===== src/rtl/cdb_arbiter_pkg.sv =====
// cdb_arbiter_pkg: shared widths, requester indices and round-robin helper
package cdb_arbiter_pkg;
  localparam int REG_DAT_W = 32;
  localparam int ROB_ADD_W = 5;
  localparam logic [1:0] CDB_SRC_ALU = 2'd0;
  localparam logic [1:0] CDB_SRC_BRU = 2'd1;
  localparam logic [1:0] CDB_SRC_LSB = 2'd2;
  function automatic logic [1:0] rr_idx(input logic [1:0] base, input int off, input int n);
    int j;
    j = int'(base) + off;
    return 2'(j >= n ? j - n : j);
  endfunction
endpackage


===== src/rtl/cdb_skid_fifo.sv =====
// cdb_skid_fifo: small power-of-two FIFO exposing occupancy and head entry
module cdb_skid_fifo #(
  parameter int W = 69,
  parameter int DEPTH = 2,
  localparam int AW = $clog2(DEPTH),
  localparam int CW = AW + 1
) (
  input  logic          clk,
  input  logic          rst,
  input  logic          push,
  input  logic          pop,
  input  logic [W-1:0]  din,
  output logic [CW-1:0] count,
  output logic [W-1:0]  head
);
  logic [W-1:0] mem [DEPTH];
  logic [AW-1:0] rd, wr;
  assign head = mem[rd];
  always_ff @(posedge clk)
    if (rst) begin
      rd <= '0;
      wr <= '0;
      count <= '0;
    end else begin
      if (push) begin
        mem[wr] <= din;
        wr <= wr + 1'b1;
      end
      if (pop) rd <= rd + 1'b1;
      count <= count + CW'(push) - CW'(pop);
    end
endmodule


===== src/rtl/cdb_arbiter.sv =====
// cdb_arbiter: round-robin common-data-bus arbiter with per-requester skid FIFOs
module cdb_arbiter
  import cdb_arbiter_pkg::*;
#(
  parameter int NREQ = 3,
  parameter int DW = REG_DAT_W,
  parameter int QW = ROB_ADD_W,
  parameter int DEPTH = 2
) (
  input  logic              clk,
  input  logic              rst,
  input  logic              en,
  input  logic              iMp,
  input  logic [NREQ-1:0]   iReq_En,
  input  logic [NREQ*QW-1:0] iReq_Qd,
  input  logic [NREQ*DW-1:0] iReq_Vd,
  input  logic [NREQ*DW-1:0] iReq_Jt,
  output logic [NREQ-1:0]   oReq_Full,
  output logic              oCDB_En,
  output logic [QW-1:0]     oCDB_Qd,
  output logic [DW-1:0]     oCDB_Vd,
  output logic [DW-1:0]     oCDB_Jt,
  output logic [1:0]        oCDB_Src
);
  localparam int EW = QW + 2 * DW;
  localparam int CW = $clog2(DEPTH) + 1;
  logic clr, any, go;
  logic [1:0] ptr, win;
  logic [NREQ-1:0] vld, cand, store, pop;
  logic [CW-1:0] cnt [NREQ];
  logic [EW-1:0] head [NREQ];
  logic [EW-1:0] din [NREQ];
  logic [EW-1:0] sel [NREQ];
  assign clr = rst | (en & iMp);
  assign go = any & en & ~iMp;
  genvar k;
  generate
    for (k = 0; k < NREQ; k++) begin : g_req
      assign din[k] = {iReq_Qd[k*QW +: QW], iReq_Vd[k*DW +: DW], iReq_Jt[k*DW +: DW]};
      assign oReq_Full[k] = cnt[k] == CW'(DEPTH);
      assign vld[k] = en & ~iMp & iReq_En[k] & (iReq_Qd[k*QW +: QW] != '0);
      assign cand[k] = (cnt[k] != '0) | vld[k];
      assign sel[k] = (cnt[k] != '0) ? head[k] : din[k];
      assign pop[k] = go & (win == 2'(k)) & (cnt[k] != '0);
      // a bypassed push goes straight to the bus and is never stored
      assign store[k] = vld[k] & ~oReq_Full[k] & ~(go & (win == 2'(k)) & (cnt[k] == '0));
      cdb_skid_fifo #(.W(EW), .DEPTH(DEPTH)) u_fifo (
        .clk(clk), .rst(clr), .push(store[k]), .pop(pop[k]),
        .din(din[k]), .count(cnt[k]), .head(head[k])
      );
      a_no_full_push: assert property (@(posedge clk) disable iff (clr) !(vld[k] && oReq_Full[k]));
    end
  endgenerate
  always_comb begin
    any = 1'b0;
    win = ptr;
    for (int i = NREQ - 1; i >= 0; i--)
      if (cand[rr_idx(ptr, i, NREQ)]) begin
        any = 1'b1;
        win = rr_idx(ptr, i, NREQ);
      end
  end
  always_ff @(posedge clk)
    if (clr) begin
      ptr <= '0;
      oCDB_En <= 1'b0;
      oCDB_Qd <= '0;
      oCDB_Vd <= '0;
      oCDB_Jt <= '0;
      oCDB_Src <= '0;
    end else if (en) begin
      oCDB_En <= any;
      if (any) begin
        {oCDB_Qd, oCDB_Vd, oCDB_Jt} <= sel[win];
        oCDB_Src <= win;
        ptr <= rr_idx(win, 1, NREQ);
      end
    end
endmodule


===== config.mk =====
export PLATFORM = sky130hd
export DESIGN_NAME = cdb_arbiter
export DESIGN_NICKNAME = d
export VERILOG_FILES = /design/src/rtl/cdb_arbiter_pkg.sv /design/src/rtl/cdb_skid_fifo.sv /design/src/rtl/cdb_arbiter.sv
export SDC_FILE = /design/constraint.sdc
export NUM_CORES = 1
export LEC_CHECK = 0
export BUFFER_PORTS_ARGS = -buffer_cell sky130_fd_sc_hd__buf_4
export CAP_MARGIN = 20
export CORE_MARGIN = 2
export CORE_UTILIZATION = 40
export DETAILED_ROUTE_END_ITERATION = 6
export PLACE_DENSITY = 0.56
export SYNTH_ARGS = -nofsm -noshare
export SYNTH_HDL_FRONTEND = slang
export SYNTH_SLANG_ARGS = --single-unit

===== constraint.sdc =====
create_clock -name clk -period 23.7 [get_ports clk]
set_input_delay 1.185 -clock clk [delete_from_list [all_inputs] [get_ports clk]]
set_output_delay 1.185 -clock clk [all_outputs]
set_load 0.02 [all_outputs]

==> metrics, run 1 <==
kind of start point of the critical path=input pin; Placement Rows=84; hold violation count in the final report=0; CTS tree=yes; number of levels in the clock H-tree=2; kind of path behind the tightest hold check=reg -> reg; sequential fraction of the synthesis area=66.4%; Gate Count Post-Synth=between 1500 and 2000; Crit path largest cell delay=a little under 0.8 ns; cell occurring most often along the worst timing path=sky130_fd_sc_hd__buf_4; crit end category=register; type of the setup path with the least slack=in -> reg; worst-case clock buffer depth=3; required time of the critical path=23.91 ns; worst flop-to-flop path endpoint=g_req[2].u_fifo.mem[1][33]$_DFFE_PP_; Filler cells=4644; CP max-delay cell=sky130_fd_sc_hd__buf_4; setup repair after global routing missed its margin=no; flip-flop cell with the highest count after synthesis=sky130_fd_sc_hd__edfxtp_1; Max Slew Vio Count=0; source-to-sink clock delay at the later pin of the worst-skew pair=slightly above 0.6 ns; per-instance average area after synthesis=13.2 µm²; setup_tns=0 ns; capturing instance or port of the critical path=g_req[2].u_fifo.mem[1][33]$_DFFE_PP_; Max IR drop VDD=slightly below 0.00005 V; list of cells traversed by the critical path=buf_4 -> nor3_1 -> a22oi_4 -> a221oi_2 -> a221o_4 -> clkinv_2 -> ha_1 -> inv_1 -> o31a_1 -> o21ai_0 -> nor2_4 -> buf_4; post-route clock period utilization=25.9%; Fmax=around 160 MHz; worst-path maximum fanout=67; Reg2Reg Launch Point=ptr[0]$_SDFFE_PP0N_; area of the placeable core=roughly 53000 µm²; Reg clk slew, reported paths=approximately 0.060 ns; number of failing setup endpoints in the final timing report=0; number of DRC violations after detailed-routing iteration 0=1138; num ports=289; routed vias/inst=5.65; buffers added on ports=between 200 and 300; leading cell types in the layout, fill and taps excluded=414 x sky130_fd_sc_hd__edfxtp_1, 309 x sky130_fd_sc_hd__buf_4, 218 x sky130_fd_sc_hd__nand2_1; proportion of layout cells with a drive suffix above 1=21.4%; PostCTS Resize Cnt=0; average wire per cell in the routed design=23.4 µm; number of antenna violations at the first check in global routing=1; worst slew pin tran=1.09 ns; root buffer selected by CTS=sky130_fd_sc_hd__clkbuf_16; arrival time worst endpoint=6.35 ns; number of buffers inserted for hold repair after clock tree synthesis=0; aggregate global routing overflow=0; flops & latches, synth=503; vias in the first global route=14385; warning count from the yosys run=0; last weighted congestion value of the routability-driven placer=roughly 0.8; layout-stage area growth over the synthesis result=20.8%; drt drc=0; Synth async-reset ratio=0%; number of clock sinks=503; first-pass GRT wire length=90800 µm; relative max-transition margin=27.4%; reg2reg setup slack=17.80 ns; worst setup path start=iReq_Qd[10]; pin count of the biggest net entering global routing=99; post-route worst hold slack=0.471 ns; layout net count=2074; number of optimization iterations in the first detailed-route pass=5; run status=completed; most common library cell in the layout ignoring fill and taps=sky130_fd_sc_hd__edfxtp_1; die outline height=between 200 and 250 µm; Mapped Area=21400 µm²; All-Layer GR Usage=a little over a fifth; clock buffers created by TritonCTS=53; number of flops mapped to enable cells by yosys=approximately 410; Power Density=81.2 nW/µm²; Detail Placement HPWL=38400 µm; residual antenna-violating net count after detailed routing=0; floorplan die width=235 µm; initial core utilization=40.6%; sum of routed wire length over all layers=60500 µm; clock period minus final worst setup slack=6.14 ns; library cells used by synthesis=56; Setup Buffers After CTS=0; Synthesized Nets=1845; worst setup skew after layout=0.0254 ns; Die Outline Area=55400 µm²; detailed-route via count=between 10000 and 15000; Maximum Capacitance Violations=0; number of cells on the worst reg-to-reg path=13; static power due to leakage=8.76 nW
[worst max-delay path: cells and delay by family]
kind	cells	cell delay (ns)
AND/OR/NAND/NOR	2	1.21
adder cells (fa/ha/maj)	1	0.42
AO/OA/AOI/OAI	5	1.72
buffers and inverters	4	1.70
[kinds of logic (layout without fill, tap and decap cells)]
| logic type | Yosys count | count (layout) | synth area share (%) |
|---|---|---|---|
| buf+inv | 152 | 424 | 2.79 |
| fa+ha+maj | 9 | 9 | 0.526 |
| xor+xnor | 7 | 7 | 0.286 |
| mux | 214 | 214 | 10.0 |
| compound gates | 390 | 390 | 12.9 |
| simple gates | 347 | 347 | 7.08 |
| other cells | 0 | 1 | 0 |
| flops | 503 | 503 | 66.4 |
[worst min path at each step]
stage / from / end / slack, ns / depth (start not counted)
5_1_grt: g_req[1].u_fifo.rd$_SDFFE_PP0P_ / register / 0.49 / 2
3_3_place_gp: g_req[1].u_fifo.rd$_SDFFE_PP0P_ / register / 0.45 / 2
6_report: g_req[1].u_fifo.rd$_SDFFE_PP0P_ / register / 0.47 / 2
2_1_floorplan: g_req[1].u_fifo.rd$_SDFFE_PP0P_ / register / 0.45 / 2
4_1_cts: g_req[1].u_fifo.rd$_SDFFE_PP0P_ / register / 0.47 / 2
3_5_place_dp: g_req[1].u_fifo.rd$_SDFFE_PP0P_ / register / 0.46 / 2
[where the power goes]
group	internal, mW	switching [mW]	total (mW)
Combinational	0.106	0.207	0.313
Sequential	0.978	0.0130	0.991
Clock	0.462	0.334	0.796
Total	1.55	0.554	2.10
[cell usage after synthesis (all sizes together), types with 3 or more instances]
cell type / number / share of area, %
dfxtp: 89 / 8.3
nand3b: 3 / 0.11
nor4: 3 / 0.12
nand2: 218 / 3.8
or3: 3 / 0.088
o31a: 4 / 0.16
nand3: 71 / 1.7
buf: 23 / 0.53
nor2b: 3 / 0.088
o21ai: 74 / 1.7
a221oi: 3 / 0.15
nor3: 7 / 0.29
ha: 9 / 0.53
inv: 15 / 0.26
clkbuf: 114 / 2.0
xnor2: 5 / 0.20
edfxtp: 414 / 58
o211ai: 139 / 4.9
o2111ai: 69 / 2.8
and3: 3 / 0.088
nor2: 24 / 0.43
and2: 5 / 0.15
a31oi: 70 / 2.0
mux2i: 214 / 10
a21oi: 9 / 0.21
[per-stage QoR]
step | cells | power [mW] | util, % | setup slack [ns] | instance area (µm²)
floorplan | 1622 | 1.19 | - | 15.07 | 21400
global placement | 2482 | 1.32 | 45.8 | 16.97 | 24200
detailed placement | 2484 | 1.33 | 45.9 | 16.85 | 24200
CTS | 2582 | 2.12 | 49.0 | 17.46 | 25900
global route | 2583 | 2.18 | 49.0 | 17.30 | 25900
finish | 2583 | 2.10 | 49.0 | 17.56 | 25900
[per-layer routing]
layer / track usage, % / routed length, µm / up-vias
li1: - / - / 6794
met1: 29.4 / 26800 / 7210
met2: 35.6 / 29000 / 518
met3: 3.58 / 3480 / 80
met4: 5.39 / 1280 / 0
met5: 0 / 0 / -
[area by class of cell]
type,instances,area (µm²),share of cell area [%]
antenna,1,2.50,0.00967
clock buffer,86,1570,6.08
clock inverter,12,85.1,0.329
inverter,15,58.8,0.227
multi-input combinational,967,6690,25.9
sequential,503,14200,55.0
tap,688,861,3.33
timing repair buffer,311,2370,9.18
[sequential cells by signal, indices dropped and copies added (netlist names), named ones only]
signal and flops:
oCDB_Vd 32, g_req.u_fifo.wr 3, g_req.u_fifo.count 6, g_req.u_fifo.rd 3, oCDB_Jt 32, oCDB_Qd 5, g_req.u_fifo.mem 414, oCDB_En 1
oCDB_Src 2, ptr 2
Note: power is estimated with default switching activity, not from simulation.
==> run 2: changes to the inputs <==
==> constraint.sdc (replaced) <==
create_clock -name clk -period 6.4 [get_ports clk]
set_input_delay 0.32 -clock clk [delete_from_list [all_inputs] [get_ports clk]]
set_output_delay 0.32 -clock clk [all_outputs]
set_load 0.02 [all_outputs]
==> metrics, run 2 (same netlist as run 1, synthesis figures left out) <==
crit end category=register; number of optimization iterations in the first detailed-route pass=5; number of levels in the clock H-tree=2; clock buffers created by TritonCTS=52; setup repair after global routing missed its margin=no; source-to-sink clock delay at the later pin of the worst-skew pair=around 0.61 ns; list of cells traversed by the critical path=dlygate4sd3_1 -> buf_4 -> nor3_1 -> a22oi_1 -> and2_1 -> o21ai_0 -> a32o_4 -> clkinv_2 -> ha_1 -> inv_1 -> o31a_1 -> o21ai_0 -> nor2_4 -> buf_4; buffers added on ports=~290; share of power burned in combinational logic=15.6%; post-route clock period utilization=76.5%; area of the placeable core=52800 µm²; layout net count=2282; Power Density=between 200 and 300 nW/µm²; sum of routed wire length over all layers=around 60000 µm; initial core utilization=40.6%; Clk pwr share=between 30 and 40%; Die Outline Area=55400 µm²; vias in the first global route=15204; aggregate global routing overflow=0; required time of the critical path=6.63 ns; pin count of the biggest net entering global routing=~100; kind of start point of the critical path=input pin; proportion of layout cells with a drive suffix above 1=19.8%; Max Slew Vio Count=0; number of clock sinks=503; internal power=5.96 mW; leading cell types in the layout, fill and taps excluded=414 x sky130_fd_sc_hd__edfxtp_1, 311 x sky130_fd_sc_hd__buf_4, 218 x sky130_fd_sc_hd__nand2_1; floorplan die width=235 µm; All-Layer GR Usage=21.6%; number of antenna violations at the first check in global routing=1; number of failing setup endpoints in the final timing report=0; hold violation count in the final report=0; net switching power=2.08 mW; Detail Placement HPWL=37600 µm; drt drc=0; arrival time worst endpoint=between 5 and 6 ns; first-pass GRT wire length=92400 µm; residual antenna-violating net count after detailed routing=0; Crit path largest cell delay=0.88 ns; Reg clk slew, reported paths=0.06 ns; static power due to leakage=9.69 nW; run status=completed; worst-path maximum fanout=39; root buffer selected by CTS=sky130_fd_sc_hd__clkbuf_16; number of DRC violations after detailed-routing iteration 0=around 1100; average wire per cell in the routed design=21.7 µm; top flop regs=g_req.u_fifo.mem: 414 flops, oCDB_Jt: 32 flops, oCDB_Vd: 32 flops; last weighted congestion value of the routability-driven placer=a little over 0.8; worst setup skew after layout=0.0247 ns; layout-stage area growth over the synthesis result=31.1%; die outline height=235 µm; most common library cell in the layout ignoring fill and taps=sky130_fd_sc_hd__edfxtp_1; post-placement worst setup slack=1.42 ns; CTS tree=yes; worst-case clock buffer depth=3; Worst Setup Slack, final=1.50 ns; proportion of power drawn by flip-flops and latches=45.6%; PostCTS Resize Cnt=0; net switching share of the total power=25.9%; relative max-transition margin=31.7%; flip-flop count of the largest register, all copies and words added=approximately 410; kind of path behind the tightest hold check=in -> reg; type of the setup path with the least slack=in -> reg; clock period minus final worst setup slack=4.90 ns; Fmax=204 MHz; register with the most flip-flops=g_req.u_fifo.mem; CP max-delay cell=sky130_fd_sc_hd__nor2_4; Maximum Capacitance Violations=0; setup_tns=0 ns; Placement Rows=84; Max IR drop VDD=0.000206 V; routed vias/inst=5.47; worst slew pin tran=around 1 ns; detailed-route via count=around 15000; num ports=289
==> run 2: final cells by class <==
cell class | count | area (µm²)
fillers | 4497 | 24700
inverters | 15 | 58.8
clock inverters | 20 | 267
repair buffers | 520 | 4460
multi-input cells | 967 | 6700
diodes | 3 | 7.51
well taps | 688 | 861
flip-flops and latches | 503 | 14200
clock buffers | 77 | 1500
==> run 2: what timing repair did <==
action / in CTS / in global routing
hold buffers: 207 / 0
endpoints found under the hold margin: 414 / 0
setup buffers: 0 / 0
==> run 2: worst paths after layout <==
kind / from / to / slack (ns) / cells past startpoint
setup / recovery: iReq_Qd[0] / g_req[2].u_fifo.mem[1][45]$_DFFE_PP_ / 1.50 / 14
hold / removal: en / oCDB_En$_SDFFE_PP0P_ / 0.13 / 4
setup reg to reg: g_req[0].u_fifo.count[1]$_SDFF_PP0_ / g_req[2].u_fifo.mem[1][45]$_DFFE_PP_ / 1.85 / 12
hold reg to reg: g_req[0].u_fifo.rd$_SDFFE_PP0P_ / register / 0.48 / 2
==> run 2: through the flow <==
stage	hold slack, ns	cells	power (mW)	utilization (%)	cell area [µm²]
2_1_floorplan	0.419	1622	4.40	-	21400
3_3_place_gp	0.459	2484	4.88	45.8	24200
3_5_place_dp	0.460	2485	4.90	45.9	24200
4_1_cts	0.0978	2789	8.10	53.1	28000
5_1_grt	0.138	2791	8.35	53.2	28100
6_report	0.125	2793	8.04	53.2	28100
==> run 2: power by group through the flow <==
| stage | combinational, mW | sequential, mW | clock [mW] |
|---|---|---|---|
| 2_1_floorplan | 0.613 | 3.79 | 0 |
| 6_report | 1.26 | 3.67 | 3.11 |
| 4_1_cts | 1.26 | 3.67 | 3.17 |
| 3_5_place_dp | 1.16 | 3.74 | 0 |
| 5_1_grt | 1.37 | 3.68 | 3.30 |
| 3_3_place_gp | 1.14 | 3.74 | 0 |
==> run 2: metal layers <==
| layer | vias to the layer above | wire (µm) | GRT usage [%] | share of wire (%) |
|---|---|---|---|---|
| met5 | - | 0 | 0 | 0 |
| met4 | 0 | 1770 | 7.16 | 2.9 |
| met3 | 90 | 2880 | 3.45 | 4.7 |
| met2 | 440 | 29000 | 35.9 | 48 |
| met1 | 7541 | 26900 | 29.1 | 44 |
| li1 | 7215 | - | - | - |
==> run 2: critical path, delay by kind of cell <==
kind,cells,cell delay (ns)
AND/OR/NAND/NOR,3,1.88
buffers and inverters,5,1.46
AO/OA/AOI/OAI,5,1.26
adder cells (fa/ha/maj),1,0.19
